===== src/rtl/rf_write_arbiter_pkg.sv =====
// -----------------------------------------------------------------------------
// rf_wb_pkg
// Shared constants and types for the register-file writeback arbiter.
//   RF_ADDR_W / RF_DATA_W / RF_NREGS : register file geometry
//   RF_RIN_ADDR                      : register that the register file reloads
//                                      from R_in every cycle, so writeback
//                                      writes to it are dropped
//   wb_req_t                         : one writeback request {addr, data}
// -----------------------------------------------------------------------------
package rf_wb_pkg;

  localparam int RF_ADDR_W = 5;
  localparam int RF_DATA_W = 32;
  localparam int RF_NREGS  = 32;

  localparam logic [RF_ADDR_W-1:0] RF_RIN_ADDR = 5'd30;

  typedef struct packed {
    logic [RF_ADDR_W-1:0] addr;
    logic [RF_DATA_W-1:0] data;
  } wb_req_t;

endpackage


===== src/rtl/rf_write_arbiter_rr_arbiter.sv =====
// -----------------------------------------------------------------------------
// rr_arbiter
// Round-robin arbiter with a registered priority pointer. The grant is purely
// combinational from req, en and the pointer; the pointer moves to one past
// the granted requester after every grant and holds otherwise.
// Ports:
//   clk, rst  : clock, synchronous active-high reset (pointer -> 0)
//   en        : when low no grant is issued
//   req       : request vector
//   gnt       : one-hot grant
//   gnt_idx   : index of the granted requester (valid when gnt_vld)
//   gnt_vld   : a grant is issued this cycle
// -----------------------------------------------------------------------------
module rr_arbiter #(
  parameter  int N     = 3,
  localparam int IDX_W = $clog2(N)
) (
  input  logic             clk,
  input  logic             rst,
  input  logic             en,
  input  logic [N-1:0]     req,
  output logic [N-1:0]     gnt,
  output logic [IDX_W-1:0] gnt_idx,
  output logic             gnt_vld
);

  logic [IDX_W-1:0] r_ptr;
  logic [IDX_W:0]   w_pos;

  // Walk the requesters starting at the pointer, wrapping at N; the first
  // active request wins.
  always_comb begin
    gnt     = '0;
    gnt_idx = '0;
    gnt_vld = 1'b0;
    w_pos   = '0;
    for (int k = 0; k < N; k++) begin
      w_pos = {1'b0, r_ptr} + (IDX_W+1)'(k);
      if (w_pos >= (IDX_W+1)'(N)) begin
        w_pos = w_pos - (IDX_W+1)'(N);
      end
      if (en && !gnt_vld && req[w_pos[IDX_W-1:0]]) begin
        gnt_vld = 1'b1;
        gnt_idx = w_pos[IDX_W-1:0];
      end
    end
    if (gnt_vld) begin
      gnt[gnt_idx] = 1'b1;
    end
  end

  always_ff @(posedge clk) begin
    if (rst) begin
      r_ptr <= '0;
    end else if (gnt_vld) begin
      r_ptr <= (gnt_idx == IDX_W'(N-1)) ? '0 : gnt_idx + IDX_W'(1);
    end
  end

endmodule


===== src/rtl/rf_write_arbiter.sv =====
// -----------------------------------------------------------------------------
// rf_write_arbiter
// Shares the register file's single write port between N_REQ writeback
// sources. One request is granted per cycle (round robin), registered, and
// presented to the register file on the following cycle. Writes to the R_in
// register (30) complete the handshake but are never written.
// Optional feature macro: RF_WB_ARB_STATS_EN -- when defined, drop_cnt and
// conflict_cnt are saturating counters; otherwise both read as 0.
// Ports:
//   clk, rst      : clock, synchronous active-high reset
//   wb_hold       : suppresses all grants while high
//   req_valid     : per-requester write pending
//   req_addr      : packed 5-bit destination registers, slice i = [5i+4:5i]
//   req_data      : packed 32-bit data, slice i = [32i+31:32i]
//   req_ready     : one-hot grant (combinational)
//   reg_write     : register file write enable
//   write_reg     : register file write address
//   write_data    : register file write data
//   pending_mask  : one-hot of the register being written this cycle
//   drop_cnt      : writes discarded because they targeted register 30
//   conflict_cnt  : granted cycles with more than one valid request
// -----------------------------------------------------------------------------
module rf_write_arbiter
  import rf_wb_pkg::*;
#(
  parameter int N_REQ  = 3,
  parameter int STAT_W = 16
) (
  input  logic                 clk,
  input  logic                 rst,
  input  logic                 wb_hold,
  input  logic [N_REQ-1:0]     req_valid,
  input  logic [5*N_REQ-1:0]   req_addr,
  input  logic [32*N_REQ-1:0]  req_data,
  output logic [N_REQ-1:0]     req_ready,
  output logic                 reg_write,
  output logic [4:0]           write_reg,
  output logic [31:0]          write_data,
  output logic [31:0]          pending_mask,
  output logic [STAT_W-1:0]    drop_cnt,
  output logic [STAT_W-1:0]    conflict_cnt
);

  localparam int IDX_W = $clog2(N_REQ);

  wb_req_t          w_req [N_REQ];
  wb_req_t          w_gnt_req;
  logic [IDX_W-1:0] w_gnt_idx;
  logic             w_gnt_vld;
  logic             w_en;
  logic             w_is_rin;

  logic                 r_reg_write;
  logic [RF_ADDR_W-1:0] r_write_reg;
  logic [RF_DATA_W-1:0] r_write_data;

  generate
    for (genvar gi = 0; gi < N_REQ; gi++) begin : g_unpack
      assign w_req[gi] = {req_addr[gi*RF_ADDR_W +: RF_ADDR_W],
                          req_data[gi*RF_DATA_W +: RF_DATA_W]};
    end
  endgenerate

  // Gating on rst keeps req_ready low during reset so no requester believes
  // a transfer completed that the output register is about to clear.
  assign w_en = !wb_hold && !rst;

  rr_arbiter #(.N(N_REQ)) u_rr (
    .clk     (clk),
    .rst     (rst),
    .en      (w_en),
    .req     (req_valid),
    .gnt     (req_ready),
    .gnt_idx (w_gnt_idx),
    .gnt_vld (w_gnt_vld)
  );

  assign w_gnt_req = w_req[w_gnt_idx];
  assign w_is_rin  = (w_gnt_req.addr == RF_RIN_ADDR);

  // Dropped R30 writes leave write_reg/write_data untouched; only reg_write
  // matters for them.
  always_ff @(posedge clk) begin
    if (rst) begin
      r_reg_write  <= 1'b0;
      r_write_reg  <= '0;
      r_write_data <= '0;
    end else if (w_gnt_vld && !w_is_rin) begin
      r_reg_write  <= 1'b1;
      r_write_reg  <= w_gnt_req.addr;
      r_write_data <= w_gnt_req.data;
    end else begin
      r_reg_write  <= 1'b0;
    end
  end

  // A reset arriving while a write sits in the output register must stop it
  // from committing at the reset edge, hence the combinational gate.
  assign reg_write    = r_reg_write & ~rst;
  assign write_reg    = r_write_reg;
  assign write_data   = r_write_data;
  assign pending_mask = reg_write ? (32'd1 << r_write_reg) : 32'd0;

`ifdef RF_WB_ARB_STATS_EN
  logic              w_multi;
  logic [STAT_W-1:0] r_drop_cnt;
  logic [STAT_W-1:0] r_conflict_cnt;

  // More than one bit set <=> clearing the lowest set bit leaves something.
  assign w_multi = |(req_valid & (req_valid - N_REQ'(1)));

  always_ff @(posedge clk) begin
    if (rst) begin
      r_drop_cnt     <= '0;
      r_conflict_cnt <= '0;
    end else begin
      if (w_gnt_vld && w_is_rin && !(&r_drop_cnt)) begin
        r_drop_cnt <= r_drop_cnt + STAT_W'(1);
      end
      if (w_gnt_vld && w_multi && !(&r_conflict_cnt)) begin
        r_conflict_cnt <= r_conflict_cnt + STAT_W'(1);
      end
    end
  end

  assign drop_cnt     = r_drop_cnt;
  assign conflict_cnt = r_conflict_cnt;
`else
  assign drop_cnt     = '0;
  assign conflict_cnt = '0;
`endif

endmodule


===== config.mk =====
export PLATFORM = sky130hd
export DESIGN_NAME = rf_write_arbiter
export DESIGN_NICKNAME = d
export VERILOG_FILES = /design/src/rtl/rf_write_arbiter_pkg.sv /design/src/rtl/rf_write_arbiter_rr_arbiter.sv /design/src/rtl/rf_write_arbiter.sv
export SDC_FILE = /design/constraint.sdc
export NUM_CORES = 1
export LEC_CHECK = 0
export ABC_AREA = 1
export CELL_PAD_IN_SITES_DETAIL_PLACEMENT = 1
export CELL_PAD_IN_SITES_GLOBAL_PLACEMENT = 1
export CORE_MARGIN = 2
export CORE_UTILIZATION = 22
export DETAILED_ROUTE_END_ITERATION = 12
export PLACE_DENSITY = 0.83
export SLEW_MARGIN = 5
export SYNTH_ARGS = -nofsm -noshare
export SYNTH_HDL_FRONTEND = slang
export SYNTH_SLANG_ARGS = --single-unit

===== constraint.sdc =====
create_clock -name clk -period 3.1 [get_ports clk]
set_clock_uncertainty 0.1 [all_clocks]
set_input_delay 0.465 -clock clk [delete_from_list [all_inputs] [get_ports clk]]
set_output_delay 0.465 -clock clk [all_outputs]
set_load 0.05 [all_outputs]

==> reports/summary.txt <==
CTS Buf Count -> 5
largest net degree at the start of global routing -> 39
Critical Path Sink Type -> output port
Max VDD drop -> 248 uV
Reg-to-Reg End -> write_reg[2]$_SDFFE_PP0P_
most frequent cells after synthesis -> 137 x nand2_1, 108 x nor2_1, 42 x a21oi_1, 42 x nand3_1, 40 x dfxtp_1
Final period util -> 95.1%
Slew HR -> 59.9%
Clk Latency, worst-skew pair -> 270 ps
Vias -> 3,942
die area -> 14,600 um2
Synth Area in Compound Gates -> 11.9%
max incr delay on CP -> 500 ps
Detailed Route WL -> 13,800 um
ANT nets after route -> 0
CTS H-tree lvls -> 2
Post-Synth Simple-Gate Area -> 44.2%
setup slack, reg-to-reg -> 260 ps
# setup viols final -> 0
drt first-iter violations -> 123
post-route cell area -> 5600 um2
area of placed instances -> 5340 um2
clock buffer depth -> 2
Reg2Reg Depth -> 17
# rows -> 42
Final GP Congestion -> 0.825
Yosys top cell by area -> dfxtp_1
worst path buffer plus inverter count -> 5
layout cell share with drive strength beyond 1 -> 12.0%
register area share after synthesis -> 26.7%
Synth Area in XOR/XNOR -> 0%
core footprint -> 13,300 um2
startpoint of the worst hold path -> write_data[4]$_SDFFE_PP0P_
WHS Endpoint -> write_data[4]$_SDFFE_PP0P_
Worst R2R Start -> u_rr.r_ptr[1]$_SDFFE_PP0P_
Pleak -> 2.36 nW
first-pass GRT wire length -> 20,800 um
worst setup path category -> input port to output port
Adder-Cell Fraction of Synth Area -> 1.25%
commonest register cell after synthesis -> dfxtp_1
critical path peak fanout -> 19
Arrival @ worst endpoint -> 2380 ps
Hold Vio Cnt, Final -> 0
Post-synth EDFFs -> 0
power density over cell area -> 633 nW/um2
Yosys top cell area share -> 26.7%
Root Buffer -> clkbuf_16
max-slew violations -> 0
# DRC -> 0
status -> finished, final reports clean
post-synthesis mux area share -> 0%
synthesized area per cell -> 5.96 um2
GRT Total Usage -> 17.9%
CP most frequent cell -> buf_12
1st-pass router iterations -> 6
fin nets -> 810
# IOs -> 222
hold buffer count at cts -> 0
CTS tree -> yes
hold depth -> 2
CP Launch Type -> input port
ranking of synthesized cells by area -> dfxtp_1 27%, nand2_1 17%, nor2_1 14%
area grow syn2layout -> 86.9%
Post-Syn Instances -> 503
initial antenna violation count -> 2
CP max stage cell -> clkdlybuf4s50_1
Mapped Area -> 3000 um2
Sinks on Clock Net -> 40
distinct cell type count after synthesis -> 28
fin crit period -> 2950 ps
die height -> 121 um
vias in the first global route -> 4,152
initial core utilization -> 22.5%
Max Fclk -> 339 MHz
largest family of logic cells by synthesized area -> simple AND/OR/NAND/NOR gates
gr ovfl total -> 0
detailed placement HPWL -> 10,800 um
maxcap violations -> 0
dominant cell by count in the synthesized netlist -> nand2_1
chip width -> 121 um
Warnings, synthesis -> 0
WL per Instance -> 15.9 um
Worst Hold Class -> register to register
Async SR Flop Fraction -> 0%
Via density -> 4.54
max reg flops -> 32
delay-heaviest family, CP -> buffers and inverters
#FFs+latches synth -> 40
Clock transition at path regs -> 60 ps
critical path, cell by cell -> clkdlybuf4s50_1 > inv_1 > o21ai_1 > nand2_1 > nand2_2 > nand4_1 > nand2_4 > buf_6 > buf_12 > buf_12
number of port buffers -> 189
Finished Core Util -> 42.1%
worst slew pin tran -> 600 ps
Critical Path RT -> 2530 ps
## worst max-delay path by stage
| stage | startpoint | end | slack [ps] | cells after the start |
|---|---|---|---|---|
| final | req_valid[2] | req_ready[2] | 150 | 10 |
| after global routing | u_rr.r_ptr[0]$_SDFFE_PP0P_ | write_reg[2]$_SDFFE_PP0P_ | -20 | 20 |
| after CTS | u_rr.r_ptr[0]$_SDFFE_PP0P_ | write_data[14]$_SDFFE_PP0P_ | 3 | 19 |
| after detailed placement | rst | write_data[31]$_SDFFE_PP0P_ | -270 | 15 |
| after global placement | rst | write_data[31]$_SDFFE_PP0P_ | -210 | 15 |
| after floorplan | rst | pending_mask[10] | 110 | 4 |
## worst reg2reg max path: stages (launching register included)
cell and delay [ps]:
dfxtp_1 380, inv_1 100, ha_1 210, o21ai_1 280, nand2_1 150, nand2_2 150, nand4_2 130, buf_4 180
nand3_1 60, nand2_1 70, a21oi_2 160, nand2_1 110, buf_4 140, inv_1 50, nand2_2 60, buf_12 170
nand2_1 140, a21oi_1 90
## metal layers
layer | GRT usage [%] | share of wire, %
met2 | 33.4 | 52
met4 | 6.76 | 3.0
met1 | 19.4 | 39
met3 | 4.06 | 5.7
met5 | 0 | 0
## kinds of logic after synthesis
logic type	count (synthesis)
flip-flops	40
buffers and inverters	82
other	1
AND/OR/NAND/NOR	315
adder cells (fa/ha/maj)	3
AO/OA/AOI/OAI	62
## stage by stage
stage | hold slack [ps] | setup TNS, ps | setup WS (ps) | cells | total power, mW
finish | 376 | 0 | 151 | 868 | 3.54
global placement | 364 | -1980 | -206 | 856 | 2.90
CTS | 385 | 0 | 2.87 | 865 | 3.51
detailed placement | 372 | -6310 | -271 | 856 | 2.96
floorplan | 416 | 0 | 109 | 534 | 2.19
global route | 404 | -93.2 | -17.2 | 868 | 3.79
## what timing repair did
action | in CTS | in global routing
buffers inserted | 0 | 0
endpoints found under the setup margin | 17 | 41
hold endpoints to repair | 0 | 0
pin swaps | 1 | 3
cloned | 1 | 2
resized for setup | 7 | 11
## where the power goes
group	switching [mW]	total, mW	leakage (nW)	internal, mW
registers	0.103	0.757	0.330	0.654
clock network	0.190	0.510	0.0701	0.320
logic	1.46	2.28	1.96	0.813
## cell type report
class / instances / area, um2
Clock inverter: 1 / 7.51
Fill cell: 1673 / 7690
Inverter: 21 / 78.8
Tap cell: 176 / 220
Antenna cell: 1 / 2.50
Timing Repair Buffer: 208 / 2440
Multi-Input combinational cell: 414 / 1910
Sequential cell: 40 / 801
Clock buffer: 7 / 143
## cell usage in the layout, fill, tap and decap left out, drive strengths merged
cell	n
nand4	19
ha	3
a22o	10
inv	17
clkbuf	8
a21boi	1
nor2	114
o21ai	8
clkinvlp	1
conb	32
nand2	141
clkinv	4
diode	1
dfxtp	40
clkdlybuf4s50	154
nand3	42
a21oi	43
nor3	1
buf	53
Note: power is estimated with default switching activity, not from simulation.
